File: src/rtl/soccer_pkg.sv
// Shared constants and helpers for the score/timer overlay blocks.
//   GLYPH_W/GLYPH_H   : font cell size in unscaled pixels
//   ASCII_ZERO/QMARK  : character codes used by the digit renderer
//   BLINK_PERIOD/ON   : time-over blink cycle in frames (60 Hz frame rate)
//   digit_sel_e       : which countdown digit a pixel column falls on
//   digit_char()      : BCD digit to font character code ('?' for non-BCD)
package soccer_pkg;

  localparam int unsigned GLYPH_W      = 8;
  localparam int unsigned GLYPH_H      = 16;
  localparam logic [6:0]  ASCII_ZERO   = 7'h30;
  localparam logic [6:0]  ASCII_QMARK  = 7'h3F;
  localparam logic [5:0]  BLINK_PERIOD = 6'd60;
  localparam logic [5:0]  BLINK_ON     = 6'd30;

  typedef enum logic [1:0] {
    DIG_HUNDREDS = 2'd0,
    DIG_TENS     = 2'd1,
    DIG_ONES     = 2'd2,
    DIG_NONE     = 2'd3
  } digit_sel_e;

  function automatic logic [6:0] digit_char(input logic [3:0] d);
    return (d > 4'd9) ? ASCII_QMARK : ASCII_ZERO + {3'b000, d};
  endfunction

endpackage

File: src/rtl/timer_digit_renderer_if.sv
// Font ROM bus between the digit renderer and the external synchronous ROM.
//   rom_addr : {char[6:0], row[3:0]}, driven by the renderer
//   rom_data : glyph row, valid one cycle after rom_addr, MSB = leftmost pixel
interface timer_digit_renderer_if;

  logic [10:0] rom_addr;
  logic [7:0]  rom_data;

  modport master (output rom_addr, input rom_data);
  modport slave  (input rom_addr, output rom_data);

endinterface

File: src/rtl/digit_snapshot.sv
// Frame-latched countdown digits and time-over blink state.
//   clk25, reset_n       : pixel clock, async active-low reset
//   frame_start          : one-cycle pulse at start of vertical blank
//   hundreds/tens/ones   : live BCD digits (asynchronous to the frame)
//   time_over            : live countdown-expired level
//   snap_hundreds/...    : digits held for the whole frame
//   visible              : digits are shown this frame
module digit_snapshot
  import soccer_pkg::*;
(
  input  logic       clk25,
  input  logic       reset_n,
  input  logic       frame_start,
  input  logic [3:0] hundreds,
  input  logic [3:0] tens,
  input  logic [3:0] ones,
  input  logic       time_over,
  output logic [3:0] snap_hundreds,
  output logic [3:0] snap_tens,
  output logic [3:0] snap_ones,
  output logic       visible
);

  logic       snap_time_over;
  logic [5:0] blink_count;

  always_ff @(posedge clk25 or negedge reset_n) begin
    if (!reset_n) begin
      snap_hundreds  <= '0;
      snap_tens      <= '0;
      snap_ones      <= '0;
      snap_time_over <= 1'b0;
      blink_count    <= '0;
    end else if (frame_start) begin
      snap_hundreds  <= hundreds;
      snap_tens      <= tens;
      snap_ones      <= ones;
      snap_time_over <= time_over;
      // Count only from the second expired frame on, so the first expired
      // frame sits at count 0 and is shown.
      if (time_over && snap_time_over)
        blink_count <= (blink_count == BLINK_PERIOD - 6'd1) ? '0 : blink_count + 6'd1;
      else
        blink_count <= '0;
    end
  end

  assign visible = !snap_time_over || (blink_count < BLINK_ON);

endmodule

File: src/rtl/timer_digit_renderer.sv
// Renders the three-digit match countdown as glyph pixels for the colour
// mapper. Fixed 3-cycle latency from drawX/drawY to text_on, one pixel/cycle.
//   clk25, reset_n      : pixel clock, async active-low reset
//   frame_start         : latches digits/time_over for the coming frame
//   hundreds/tens/ones  : BCD countdown digits
//   time_over           : countdown expired; digits blink at 1 Hz
//   drawX, drawY        : current pixel coordinates
//   rom                 : font ROM bus (master side)
//   text_on             : lit glyph pixel, 3 cycles after the coordinates
module timer_digit_renderer
  import soccer_pkg::*;
#(
  parameter logic [9:0]  X_ORIGIN   = 10'd280,
  parameter logic [9:0]  Y_ORIGIN   = 10'd8,
  parameter int unsigned SCALE_LOG2 = 1
) (
  input  logic                          clk25,
  input  logic                          reset_n,
  input  logic                          frame_start,
  input  logic [3:0]                    hundreds,
  input  logic [3:0]                    tens,
  input  logic [3:0]                    ones,
  input  logic                          time_over,
  input  logic [9:0]                    drawX,
  input  logic [9:0]                    drawY,
  timer_digit_renderer_if.master        rom,
  output logic                          text_on
);

  localparam logic [9:0] BOX_W = 10'((3 * GLYPH_W) << SCALE_LOG2);
  localparam logic [9:0] BOX_H = 10'(GLYPH_H << SCALE_LOG2);

  logic [3:0] snap_hundreds, snap_tens, snap_ones;
  logic       visible;

  digit_snapshot u_snapshot (
    .clk25         (clk25),
    .reset_n       (reset_n),
    .frame_start   (frame_start),
    .hundreds      (hundreds),
    .tens          (tens),
    .ones          (ones),
    .time_over     (time_over),
    .snap_hundreds (snap_hundreds),
    .snap_tens     (snap_tens),
    .snap_ones     (snap_ones),
    .visible       (visible)
  );

  logic [9:0] dx, dy, gx, gy;
  logic       in_box;
  digit_sel_e digit_sel;
  logic [3:0] digit;
  logic [6:0] char_code;

  // Unsigned wrap puts pixels left of/above the origin far outside the box.
  always_comb begin
    dx        = drawX - X_ORIGIN;
    dy        = drawY - Y_ORIGIN;
    in_box    = (dx < BOX_W) && (dy < BOX_H);
    gx        = dx >> SCALE_LOG2;
    gy        = dy >> SCALE_LOG2;
    digit_sel = digit_sel_e'(gx[4:3]);
    case (digit_sel)
      DIG_HUNDREDS: digit = snap_hundreds;
      DIG_TENS:     digit = snap_tens;
      default:      digit = snap_ones;
    endcase
    char_code = digit_char(digit);
  end

  logic       in_box_d1, in_box_d2;
  logic [2:0] col_d1, col_d2;
  logic       visible_d1, visible_d2;

  always_ff @(posedge clk25 or negedge reset_n) begin
    if (!reset_n) begin
      rom.rom_addr <= '0;
      in_box_d1    <= 1'b0;
      col_d1       <= '0;
      visible_d1   <= 1'b0;
      in_box_d2    <= 1'b0;
      col_d2       <= '0;
      visible_d2   <= 1'b0;
      text_on      <= 1'b0;
    end else begin
      if (in_box)
        rom.rom_addr <= {char_code, gy[3:0]};
      in_box_d1  <= in_box;
      col_d1     <= gx[2:0];
      visible_d1 <= visible;
      // Stage 2 lines up with rom_data returned by the synchronous ROM.
      in_box_d2  <= in_box_d1;
      col_d2     <= col_d1;
      visible_d2 <= visible_d1;
      text_on    <= in_box_d2 && rom.rom_data[3'd7 - col_d2] && visible_d2;
    end
  end

  // Only the in-box range of the scaled offsets is meaningful.
  logic unused_bits;
  assign unused_bits = ^{gx[9:5], gy[9:4]};

endmodule

File: src/flat_wrapper.sv
// flat-port wrapper written by rule: the top's interface ports become plain ports
module timer_digit_renderer_flat import soccer_pkg::*;
#(
  parameter logic [9:0]  X_ORIGIN   = 10'd280,
  parameter logic [9:0]  Y_ORIGIN   = 10'd8,
  parameter int unsigned SCALE_LOG2 = 1
)
  (clk25, reset_n, frame_start, hundreds, tens, ones, time_over, drawX, drawY, text_on, rom_rom_addr, rom_rom_data);
  timer_digit_renderer_if rom_i ();
  input  logic clk25;
  input  logic reset_n;
  input  logic frame_start;
  input  logic [3:0] hundreds;
  input  logic [3:0] tens;
  input  logic [3:0] ones;
  input  logic time_over;
  input  logic [9:0] drawX;
  input  logic [9:0] drawY;
  output logic text_on;
  output wire logic [$bits(rom_i.rom_addr)-1:0] rom_rom_addr;
  input wire logic [$bits(rom_i.rom_data)-1:0] rom_rom_data;
  assign rom_rom_addr = rom_i.rom_addr;
  assign rom_i.rom_data = rom_rom_data;
  timer_digit_renderer #(.X_ORIGIN(X_ORIGIN), .Y_ORIGIN(Y_ORIGIN), .SCALE_LOG2(SCALE_LOG2)) u_core (.clk25(clk25), .reset_n(reset_n), .frame_start(frame_start), .hundreds(hundreds), .tens(tens), .ones(ones), .time_over(time_over), .drawX(drawX), .drawY(drawY), .rom(rom_i), .text_on(text_on));
endmodule
File: config.mk
export PLATFORM = sky130hd
export DESIGN_NAME = timer_digit_renderer_flat
export DESIGN_NICKNAME = d
export VERILOG_FILES = /design/src/rtl/soccer_pkg.sv /design/src/rtl/timer_digit_renderer_if.sv /design/src/rtl/digit_snapshot.sv /design/src/rtl/timer_digit_renderer.sv /design/src/flat_wrapper.sv
export SDC_FILE = /design/constraint.sdc
export NUM_CORES = 1
export LEC_CHECK = 0
export CORE_AREA = 5 5 73 75
export DETAILED_ROUTE_END_ITERATION = 8
export DIE_AREA = 0 0 78 80
export HOLD_SLACK_MARGIN = 0.15
export PLACE_DENSITY_LB_ADDON = 0.2
export SLEW_MARGIN = 20
export SYNTH_ARGS = -nofsm -noshare
export SYNTH_HDL_FRONTEND = slang
export SYNTH_SLANG_ARGS = --single-unit
File: constraint.sdc
create_clock -name clk25 -period 2.4 [get_ports clk25]
set_clock_uncertainty 0.05 [all_clocks]
set_input_delay 0.36 -clock clk25 [delete_from_list [all_inputs] [get_ports clk25]]
set_output_delay 0.36 -clock clk25 [all_outputs]
set_load 0.02 [all_outputs]
==> metrics.sh <==
DIE_W_UM=78
FIRSTDRTPASSITERS=2
P_LEAK_nW=1.14
DESIGN.CORE.AREA_UM2=4600
ROUTE.DETAILED.VIAS_PER_INST=4.89
MAX-VDD-IR-DROP_V=0.000381
FIRST_GLOBAL_VIAS=1337
TIMING.SLEW.HEADROOM_PCT=44.9
FMAX_MHz=449
TIMING.RR.START='u_core.u_snapshot.snap_tens[3]$_DFFE_PN0P_'
IOPINCOUNT=56
FIN_TNS_SETUP_NS=0
ENDPOINT_CLASS_OF_THE_CRITICAL_PATH='flop'
INITIAL_CORE_UTIL_PCT=38.7
POST_SYNTH_INST_COUNT=131
FILLERINSTANCES=361
HOLD_PATH_DEPTH=0
FINAL_MIN_PERIOD_OVER_CLOCK_PERIOD_PCT=92.8
DIE_Y_UM=80
GRT_PASS1_WL_UM=6040
DETAIL-ROUTE-ANTENNA-NETS=0
SYNTH_ENABLE_FLOP_CELLS=0
DP_CELLS=247
SYNTH.LIB_CELLS_USED.DISTINCT=37
LAYOUT.NETS=248
SYNTH-MAIN-FF-CELL='dfrtp_1'
FINAL-INSTANCE-COUNT-EXCL-FILL=256
GRT_ANTENNA_BEFORE_REPAIR=0
BUFFER_PORTS.INSERTED=52
CRIT_PATH_START_KIND='primary input'
CTS_POST_SETUP_BUFFERS_INSERTED=0
YS_SEQ_ELEMENTS=39
ROWS=25
WORSTPATHMAXFANOUT=5
GR-TOTAL-OVERFLOW=0
HOLD-PATH-ENDPOINT='u_core.col_d2[0]$_DFF_PN0_'
DRC=0
CLKLATENCYLATEPIN_NS=0.28
R2R_CELLS=4
HOLD_WS_NS=0.300
GRT_START_MAX_NET_PINS=40
LAYOUT_SETUP_WS_NS=0.172
FF2FF_SETUP_SLACK_NS=0.98
POWER.DENSITY_CELL_AREA_nW_PER_UM2=612
TIMING_HOLD_VIOLATIONS_FINAL=0
CRITICALPATHCATEGORY='in -> reg'
MAPPEDNETLISTNETS=178
GRT.TOTAL_USAGE_PCT=12.2
ASYNC_RESET_FF_SHARE_PCT=100
CLK_TREE_ROOT_CELL='clkbuf_8'
CLOCKBUFFERDEPTH=2
TOTAL_VIA_COUNT_AFTER_DETAILED_ROUTING=1252
CTS_HTREE_LEVELS=2
HOLD_PATH.STARTPOINT='u_core.col_d1[0]$_DFF_PN0_'
CTS_SINKS=39
PRECTSSETUPSLACK_NS=-0.139
YOSYS_WARNING_COUNT=0
DRT_ITER0_MARKERS=19
CTS.CLK_SLEW.WORST_PATHS_NS=0.07
FIN_CRIT_NS=2.23
CORE_UTILIZATION_OF_THE_FINISHED_LAYOUT_PCT=56.0
TOTALWIRELENGTH_UM=3630
DPL.HPWL_UM=2840
ANTENNADIODECOUNT=0
SYNTH_SEQUENTIAL_AREA_RATIO_PCT=54.8
TIMING.CRITICAL_PATH.REQUIRED_NS=2.52
FP.DIEAREA_UM2=6240
WORST_SLEW_PIN_SLEW_NS=0.826
REG2REG_TO='u_core.rom.rom_addr[5]$_DFFE_PN0P_'
WORSTPATHARRIVAL_NS=2.35
LAYOUT_CELLS_SIZED_ABOVE_1_PCT=19.8
TRITONCTS.NUM_BUFFERS=5
POST_DRT_WL_PER_CELL_UM=14.2
GRT_SETUP_UNREPAIRED='false'
CTS_TREE='done'
HOLD_PATH.CLASS='reg -> reg'
OUTCOME='finished, final reports clean'
NETLIST_AREA_UM2=1780
SYN2LAYOUT_AREA_GROWTH_PCT=44.5
GP_CONGESTION=0.735
COUNT_OF_ENDPOINTS_FAILING_SETUP_IN_THE_FINAL_REPORT=0
CAP_VIOL_MAX_COUNT=0
FINAL_MAX_SLEW_VIOL_COUNT=0
SYN_AREA_PER_CELL_UM2=13.6
## flip-flops by register name, indices dropped and copies added (netlist names)
| register | cells |
|---|---|
| u_core.col_d1 | 3 |
| u_core.rom.rom_addr | 9 |
| u_core.text_on | 1 |
| u_core.visible_d1 | 1 |
| u_core.u_snapshot.snap_tens | 4 |
| u_core.visible_d2 | 1 |
| u_core.u_snapshot.snap_ones | 4 |
| u_core.in_box_d1 | 1 |
| u_core.u_snapshot.snap_time_over | 1 |
| u_core.u_snapshot.blink_count | 6 |
| u_core.in_box_d2 | 1 |
| u_core.u_snapshot.snap_hundreds | 4 |
| u_core.col_d2 | 3 |
## report_power, final
group          switching (mW)  internal, mW
Clock                   0.217         0.336
Combinational           0.119         0.177
Sequential             0.0255         0.702
Total                   0.361          1.22
## worst max-delay path by stage
| stage | startpoint | end | cells past startpoint |
|---|---|---|---|
| 2_1_floorplan | drawX[9] | u_core.rom.rom_addr[0]$_DFFE_PN0P_ | 5 |
| 3_3_place_gp | drawY[3] | u_core.rom.rom_addr[6]$_DFFE_PN0P_ | 8 |
| 3_5_place_dp | drawY[3] | u_core.rom.rom_addr[6]$_DFFE_PN0P_ | 8 |
| 4_1_cts | drawY[3] | u_core.rom.rom_addr[6]$_DFFE_PN0P_ | 8 |
| 5_1_grt | drawY[3] | u_core.rom.rom_addr[6]$_DFFE_PN0P_ | 8 |
| 6_report | drawY[3] | u_core.rom.rom_addr[6]$_DFFE_PN0P_ | 8 |
## layout make-up
| cell class | count | area, um^2 | area share [%] |
|---|---|---|---|
| Clock buffer | 6 | 82.6 | 3.21 |
| Sequential cell | 39 | 976 | 37.9 |
| Tap cell | 54 | 67.6 | 2.62 |
| Multi-Input combinational cell | 79 | 744 | 28.9 |
| Timing Repair Buffer | 67 | 631 | 24.5 |
| Inverter | 9 | 38.8 | 1.51 |
| Clock inverter | 2 | 35.0 | 1.36 |
## cells by family (layout without fill, tap and decap cells)
kind of cell               after synthesis  after routing  synth area share [%]
other                                    1              1                 0.210
AOI/OAI and AO/OA                       18             18                  8.50
adders and majority gates                3              3                  2.11
and+or+nand+nor                         22             22                  7.30
DFF                                     39             39                  54.8
buffers and inverters                   13             84                  3.44
muxes                                   30             30                  20.8
xor gates and xnor gates                 5              5                  2.88
## through the flow
step	power, mW	area (um^2)
after CTS	1.61	2570
after detailed placement	1.04	2450
after global placement	1.03	2450
final	1.58	2570
after floorplan	0.873	1780
after global routing	1.66	2570
## what timing repair did
| item | in CTS | in global routing |
|---|---|---|
| hold buffers | 1 | 0 |
| gates resized for setup | 0 | 0 |
| endpoints found under the hold margin | 14 | 0 |
| endpoints found under the setup margin | 0 | 0 |
## placed cells by master (no fill, tap or decap), types with 3 or more instances in the layout
master and count:
nand4_1 4, mux2_2 4, mux2_4 5, clkbuf_8 6
buf_4 14, nor2_1 8, o21ai_0 3, ha_1 3
dfrtp_1 39, nand2_1 4, mux2_1 12, xor2_1 3
clkdlybuf4s50_1 51, mux2i_1 7, inv_1 8
## layer usage
layer | GRT usage [%] | wire, um
met1 | 14.5 | 1580
met5 | 0 | 0
met4 | 4.05 | 29
met3 | 4.06 | 237
met2 | 20.8 | 1780
## worst max-delay path, stage by stage
cell             delay (ns)
clkdlybuf4s50_1        0.48
inv_1                  0.06
ha_1                   0.21
o31a_1                 0.31
a2111oi_4              0.29
nand4_4                0.20
inv_6                  0.13
mux2_4                 0.31
## synthesized netlist by cell type (all sizes together) (2+ instances only)
cell	n	area, um^2
dfrtp	39	976
mux2	21	255
inv	9	38.8
nor2	8	30.0
mux2i	7	70.1
nand4	5	46.3
nand2	4	15.0
o21ai	4	20.0
ha	3	37.5
xor2	3	26.3
a21o	2	15.0
buf	2	15.0
clkbuf	2	7.51
mux4	2	45.0
o211ai	2	15.0
o31a	2	17.5
xnor2	2	25.0
Power figures use the tool's default switching activity.
